==> src/rtl/draw_engine_if.sv <==
// Bus bundle between draw_engine and its command FIFO / framebuffer RAM.
// The engine takes the master modport; the FIFO/RAM side takes slave.
interface draw_engine_if #(
  parameter int FB_AW = 8
);
  logic             fifo_empty;
  logic             fifo_err;
  logic [19:0]      fifo_out;
  logic             fifo_read;
  logic [FB_AW-1:0] fb_addr;
  logic [7:0]       fb_wdata;
  logic             fb_we;
  logic [7:0]       fb_rdata;
  logic             busy;
  logic             done;
  logic             collision;
  logic             err;

  modport master (
    input  fifo_empty, fifo_err, fifo_out, fb_rdata,
    output fifo_read, fb_addr, fb_wdata, fb_we, busy, done, collision, err
  );

  modport slave (
    output fifo_empty, fifo_err, fifo_out, fb_rdata,
    input  fifo_read, fb_addr, fb_wdata, fb_we, busy, done, collision, err
  );
endinterface

==> src/rtl/draw_engine.sv <==
// Chip8 draw engine: pops draw/clear commands and XORs sprite rows into the 64x32 framebuffer.
// Optional macro DRAW_CLIP_EN: drop sprite pixels past column 63 instead of wrapping to byte 0.
module draw_engine #(
  parameter int         FB_AW      = 8,
  parameter logic [7:0] CLEAR_FILL = 8'h00
) (
  input  logic          clk,
  input  logic          rst,
  draw_engine_if.master bus
);

  typedef enum logic [2:0] {
    IDLE, LOAD, RD0, WR0, RD1, WR1, CLEAR, DONE
  } state_t;

  state_t      state, state_nx;
  logic [5:0]  x_p0;
  logic [4:0]  y_p0;
  logic [7:0]  spr_p0;
  logic [7:0]  cnt;
  logic        coll;
  logic        collision_r;
  logic        err_r;

  logic [2:0]  xo, col0, col1;
  logic [7:0]  mask0, mask1;
  logic        hit;

  logic             fifo_read_c;
  logic [FB_AW-1:0] addr_c;
  logic [7:0]       wdata_c;
  logic             we_c;

  assign xo    = x_p0[2:0];
  assign col0  = x_p0[5:3];
  assign col1  = col0 + 3'd1;
  assign mask0 = spr_p0 >> xo;
  // Spill of the sprite into the next byte; xo is 1..7 whenever this is used.
  assign mask1 = spr_p0 << (4'd8 - {1'b0, xo});

  always_ff @(posedge clk) begin
    if (rst) begin
      state       <= IDLE;
      coll        <= 1'b0;
      collision_r <= 1'b0;
      err_r       <= 1'b0;
    end else begin
      state <= state_nx;
      if (bus.fifo_err)
        err_r <= 1'b1;
      if (state == LOAD)
        coll <= 1'b0;
      else if (state == WR0 || state == WR1)
        coll <= coll | hit;
      if (state == DONE)
        collision_r <= coll;
    end
  end

  // Command capture stage: fifo_out is valid in LOAD, one cycle after the pop
  always_ff @(posedge clk) begin
    if (state == LOAD) begin
      x_p0   <= bus.fifo_out[18:13];
      y_p0   <= bus.fifo_out[12:8];
      spr_p0 <= bus.fifo_out[7:0];
      cnt    <= 8'd0;
    end else if (state == CLEAR) begin
      cnt <= cnt + 8'd1;
    end
  end

  always_comb begin
    state_nx    = state;
    fifo_read_c = 1'b0;
    addr_c      = '0;
    wdata_c     = 8'h00;
    we_c        = 1'b0;
    hit         = |(bus.fb_rdata & ((state == WR1) ? mask1 : mask0));
    case (state)
      IDLE: begin
        if (!bus.fifo_empty && !rst) begin
          fifo_read_c = 1'b1;
          state_nx    = LOAD;
        end
      end
      LOAD:  state_nx = bus.fifo_out[19] ? CLEAR : RD0;
      RD0: begin
        addr_c   = FB_AW'({y_p0, col0});
        state_nx = WR0;
      end
      WR0: begin
        addr_c  = FB_AW'({y_p0, col0});
        we_c    = 1'b1;
        wdata_c = bus.fb_rdata ^ mask0;
        if (xo == 3'd0)
          state_nx = DONE;
`ifdef DRAW_CLIP_EN
        else if (col0 == 3'd7)
          state_nx = DONE;
`endif
        else
          state_nx = RD1;
      end
      RD1: begin
        addr_c   = FB_AW'({y_p0, col1});
        state_nx = WR1;
      end
      WR1: begin
        addr_c   = FB_AW'({y_p0, col1});
        we_c     = 1'b1;
        wdata_c  = bus.fb_rdata ^ mask1;
        state_nx = DONE;
      end
      CLEAR: begin
        addr_c  = FB_AW'(cnt);
        we_c    = 1'b1;
        wdata_c = CLEAR_FILL;
        if (cnt == 8'hFF)
          state_nx = DONE;
      end
      DONE:    state_nx = IDLE;
      default: state_nx = IDLE;
    endcase
  end

  assign bus.fifo_read = fifo_read_c;
  assign bus.fb_addr   = addr_c;
  assign bus.fb_wdata  = wdata_c;
  assign bus.fb_we     = we_c;
  assign bus.busy      = (state != IDLE);
  assign bus.done      = (state == DONE);
  assign bus.collision = collision_r;
  assign bus.err       = err_r;

endmodule

==> src/flat_wrapper.sv <==
// flat-port wrapper written by rule: the top's interface ports become plain ports
module draw_engine_flat 
#(
  parameter int         FB_AW      = 8,
  parameter logic [7:0] CLEAR_FILL = 8'h00
)
  (clk, rst, bus_fifo_empty, bus_fifo_err, bus_fifo_out, bus_fb_rdata, bus_fifo_read, bus_fb_addr, bus_fb_wdata, bus_fb_we, bus_busy, bus_done, bus_collision, bus_err);
  draw_engine_if #(.FB_AW(FB_AW)) bus_i ();
  input  logic clk;
  input  logic rst;
  input wire logic [$bits(bus_i.fifo_empty)-1:0] bus_fifo_empty;
  input wire logic [$bits(bus_i.fifo_err)-1:0] bus_fifo_err;
  input wire logic [$bits(bus_i.fifo_out)-1:0] bus_fifo_out;
  input wire logic [$bits(bus_i.fb_rdata)-1:0] bus_fb_rdata;
  output wire logic [$bits(bus_i.fifo_read)-1:0] bus_fifo_read;
  output wire logic [$bits(bus_i.fb_addr)-1:0] bus_fb_addr;
  output wire logic [$bits(bus_i.fb_wdata)-1:0] bus_fb_wdata;
  output wire logic [$bits(bus_i.fb_we)-1:0] bus_fb_we;
  output wire logic [$bits(bus_i.busy)-1:0] bus_busy;
  output wire logic [$bits(bus_i.done)-1:0] bus_done;
  output wire logic [$bits(bus_i.collision)-1:0] bus_collision;
  output wire logic [$bits(bus_i.err)-1:0] bus_err;
  assign bus_i.fifo_empty = bus_fifo_empty;
  assign bus_i.fifo_err = bus_fifo_err;
  assign bus_i.fifo_out = bus_fifo_out;
  assign bus_i.fb_rdata = bus_fb_rdata;
  assign bus_fifo_read = bus_i.fifo_read;
  assign bus_fb_addr = bus_i.fb_addr;
  assign bus_fb_wdata = bus_i.fb_wdata;
  assign bus_fb_we = bus_i.fb_we;
  assign bus_busy = bus_i.busy;
  assign bus_done = bus_i.done;
  assign bus_collision = bus_i.collision;
  assign bus_err = bus_i.err;
  draw_engine #(.FB_AW(FB_AW), .CLEAR_FILL(CLEAR_FILL)) u_core (.clk(clk), .rst(rst), .bus(bus_i));
endmodule
==> config.mk <==
export PLATFORM = sky130hd
export DESIGN_NAME = draw_engine_flat
export DESIGN_NICKNAME = d
export VERILOG_FILES = /design/src/rtl/draw_engine_if.sv /design/src/rtl/draw_engine.sv /design/src/flat_wrapper.sv
export SDC_FILE = /design/constraint.sdc
export NUM_CORES = 1
export LEC_CHECK = 0
export ABC_AREA = 0
export CORE_ASPECT_RATIO = 1.1
export CORE_UTILIZATION = 30
export DETAILED_ROUTE_END_ITERATION = 8
export GPL_TIMING_DRIVEN = 0
export PLACE_DENSITY = 0.53
export REMOVE_ABC_BUFFERS = 1
export SLEW_MARGIN = 20
export SYNTH_ARGS = -nofsm -noshare
export SYNTH_HDL_FRONTEND = slang
export SYNTH_SLANG_ARGS = --single-unit
==> constraint.sdc <==
create_clock -name clk -period 7.4 [get_ports clk]
set_clock_uncertainty 0.15 [all_clocks]
set_input_delay 1.48 -clock clk [delete_from_list [all_inputs] [get_ports clk]]
set_output_delay 1.48 -clock clk [all_outputs]
set_load 0.01 [all_outputs]
==> flow_summary.yaml <==
timing:
  max-slew-margin-rel: 0.427
  setup_viol: 0
  fmax_mhz: 185
  timing.final.crit_period_ns: 5.41
  report.final.slew_viol_count: 0
  hold_violations: 0
  grt_setup_unrepaired: "no"
  setup_tns_ns: 0
  period_share: 0.731
  tightest_slew_ns: 0.857
pwr:
  p_total_uw: 603
  power_density_nw_per_um2: 212
  p_leak_uw: 0.00113
  ir_worst_vdd_mv: 0.0906
yosys:
  synth.avg_cell_area_sq_um: 10.4
  synth_top_area_share: 0.267
  synth_common_cells: "edfxtp_1, nor2_1, dfxtp_1, mux2i_1"
  synthFlopType: "edfxtp_1"
  netlist_area_sq_um: 2140
  yosysWarningCount: 0
  yosysMostFrequentCell: "edfxtp_1"
  synth_area_leaders: "edfxtp_1, dfxtp_1, ha_1"
  synth.largest_area_cell: "edfxtp_1"
  async_flop_share: 0
  yosysUniqueCellTypes: 48
  synth-edff-count: 19
  ys_seq_elements: 33
  synth_cells: 206
  ys_seq_area_frac: 0.398
routing:
  drc: 0
  wl_per_cell_microns: 14.2
  via_count: 1712
  viasPerCell: 5.02
  first_pass_iters: 4
  postRouteWirelength_microns: 4850
  drtIter0Drc: 122
  ant_nets: 0
floorplan:
  io_pins: 54
  design.core.area_sq_um: 6750
  die_y_microns: 90.5
  start_util: 0.316
  die_area_sq_um: 7460
  chipWidth_microns: 82.5
  rows: 31
global_routing:
  grt_overflow: 0
  antenna_found_initial: 0
  grt_max_degree: 23
  track_usage: 0.135
  grt_pass1_wl_microns: 7480
  grt_pass1_vias: 1569
setup_path:
  cp_cell_sequence: "inv_1 -> ha_1 -> ha_1 -> inv_1 -> mux4_2 -> o22ai_1 -> ha_1 -> and3_1 -> clkdlybuf4s50_1"
  cp.depth: 9
  worst_path_most_repeated_cell: "ha_1"
  cp.required_ns: 5.77
  rr_startpoint: "u_core.x_p0[0]"
  r2r_end: "u_core.coll"
  worst_setup_path_start_kind: "flop"
  path_buf_inv: 3
  worstPathArrival_ns: 3.78
  reg2reg_depth: 11
  r2r_slack_ns: 4.02
  critPathMaxStageDelay_ns: 0.89
  cpLargestDelayFamily: "flip-flops"
  cp_slowest_cell: "edfxtp_1"
  worstSetupPathType: "flop to output port"
  end_kind: "output port"
  worstPathMaxFanout: 19
finish:
  layout.nets: 302
  final_core_util: 0.421
  antennaDiodeCount: 0
  drive_above_1_share: 0.0888
  fill_cells: 676
  syn_to_final_growth_pct: 33.0
cts:
  cts_sinks: 33
  post_cts_buffers: 0
  cts_buffers: 5
  htreeDepth: 2
  clk_pin_slew_ns: 0.07
  ctsLongestPathBuffers: 2
  post_cts_resized: 0
  insertion_delay_ns: 0.29
  cts_hold_buf: 0
  cts_tree: "built"
  clock-root-buffer: "clkbuf_8"
place:
  gp_congestion: 0.853
  dp_hpwl_microns: 3750
  port_buffers: 53
min_path:
  holdPathEnd: "u_core.bus.err"
  whs_path_depth: 2
  hold_class: "flop to flop"
  min-delay-start: "u_core.bus.err"
run:
  maxCapViolCount: 0
status:
  status: "finished, final reports clean"
cells by family after synthesis:
kind of cell,count (synthesis),synth area share
fa+ha+maj,12,0.0703
compound gates,44,0.144
simple gates,72,0.193
mux,19,0.115
flops,33,0.398
buf+inv,18,0.0469
xor+xnor,8,0.0328
cell type report:
type                       instances  area, sq um  area share
clock buffer                       5         68.8      0.0242
clock inverter                     3         41.3      0.0145
inverter                           8         30.0      0.0106
multi-input combinational        155         1190       0.419
sequential                        33          851       0.299
tap                               82          103      0.0361
timing repair buffer              55          557       0.196
how the worst max path moves through the flow:
stage | endpoint | startpoint | slack (ns)
3_5_place_dp | bus_fb_wdata[6] | u_core.x_p0[0] | 2.34
2_1_floorplan | bus_fb_wdata[6] | u_core.x_p0[0] | 3.12
4_1_cts | bus_fb_wdata[6] | u_core.x_p0[0] | 2.01
5_1_grt | bus_fb_wdata[6] | u_core.x_p0[0] | 1.87
6_report | bus_fb_wdata[6] | u_core.x_p0[0] | 1.99
3_3_place_gp | bus_fb_wdata[6] | u_core.x_p0[0] | 2.39
stage by stage:
step,area (sq um),setup WS [ns],cells,hold slack [ns]
finish,2840,1.99,341,0.320
global route,2840,1.87,341,0.356
CTS,2840,2.01,341,0.331
detailed placement,2730,2.34,333,0.315
global placement,2700,2.39,331,0.300
floorplan,2070,3.12,196,0.315
tightest hold or removal path, cell delays in order, from the launching register on:
cell,delay (ns)
dfxtp_1,0.33
nor2_1,0.04
nor2_1,0.07
routing by layer:
metal,vias up,track usage,part of all wire
met4,0,0.0614,0.018
met3,6,0.0313,0.060
li1,874,-,-
met1,775,0.186,0.47
met2,57,0.198,0.45
met5,-,0,0
power by group:
group	internal (uW)	leakage, uW	switching, uW
combinational	103	0.000789	86.6
sequential	216	0.000290	27.9
clock	99.1	0.0000518	70.7
total	418	0.00113	185
sequential cells by signal, indices dropped and copies added, names as in the netlist:
name	cells
u_core.bus.collision	1
u_core.bus.err	1
u_core.cnt	8
u_core.coll	1
u_core.spr_p0	8
u_core.state	3
u_core.x_p0	6
u_core.y_p0	5
layout by cell type, fill, tap and decap left out, types with 2 or more instances in the layout:
master	instances
or2_2	2
nor3_1	6
a21oi_1	5
nor4_1	3
o21ai_0	7
dfxtp_1	14
edfxtp_1	19
clkbuf_8	5
xor2_1	4
nand2b_1	7
a22o_1	9
a211oi_1	3
nand3_1	3
clkdlybuf4s50_1	53
nand2_1	12
xnor2_1	4
nand2b_4	2
a31oi_1	4
mux2i_1	13
nor2_1	15
nor2b_1	2
mux4_2	4
and3_1	11
ha_1	12
o31ai_1	2
o22ai_1	7
inv_1	8
No activity file was read; power rests on OpenSTA's default activity.
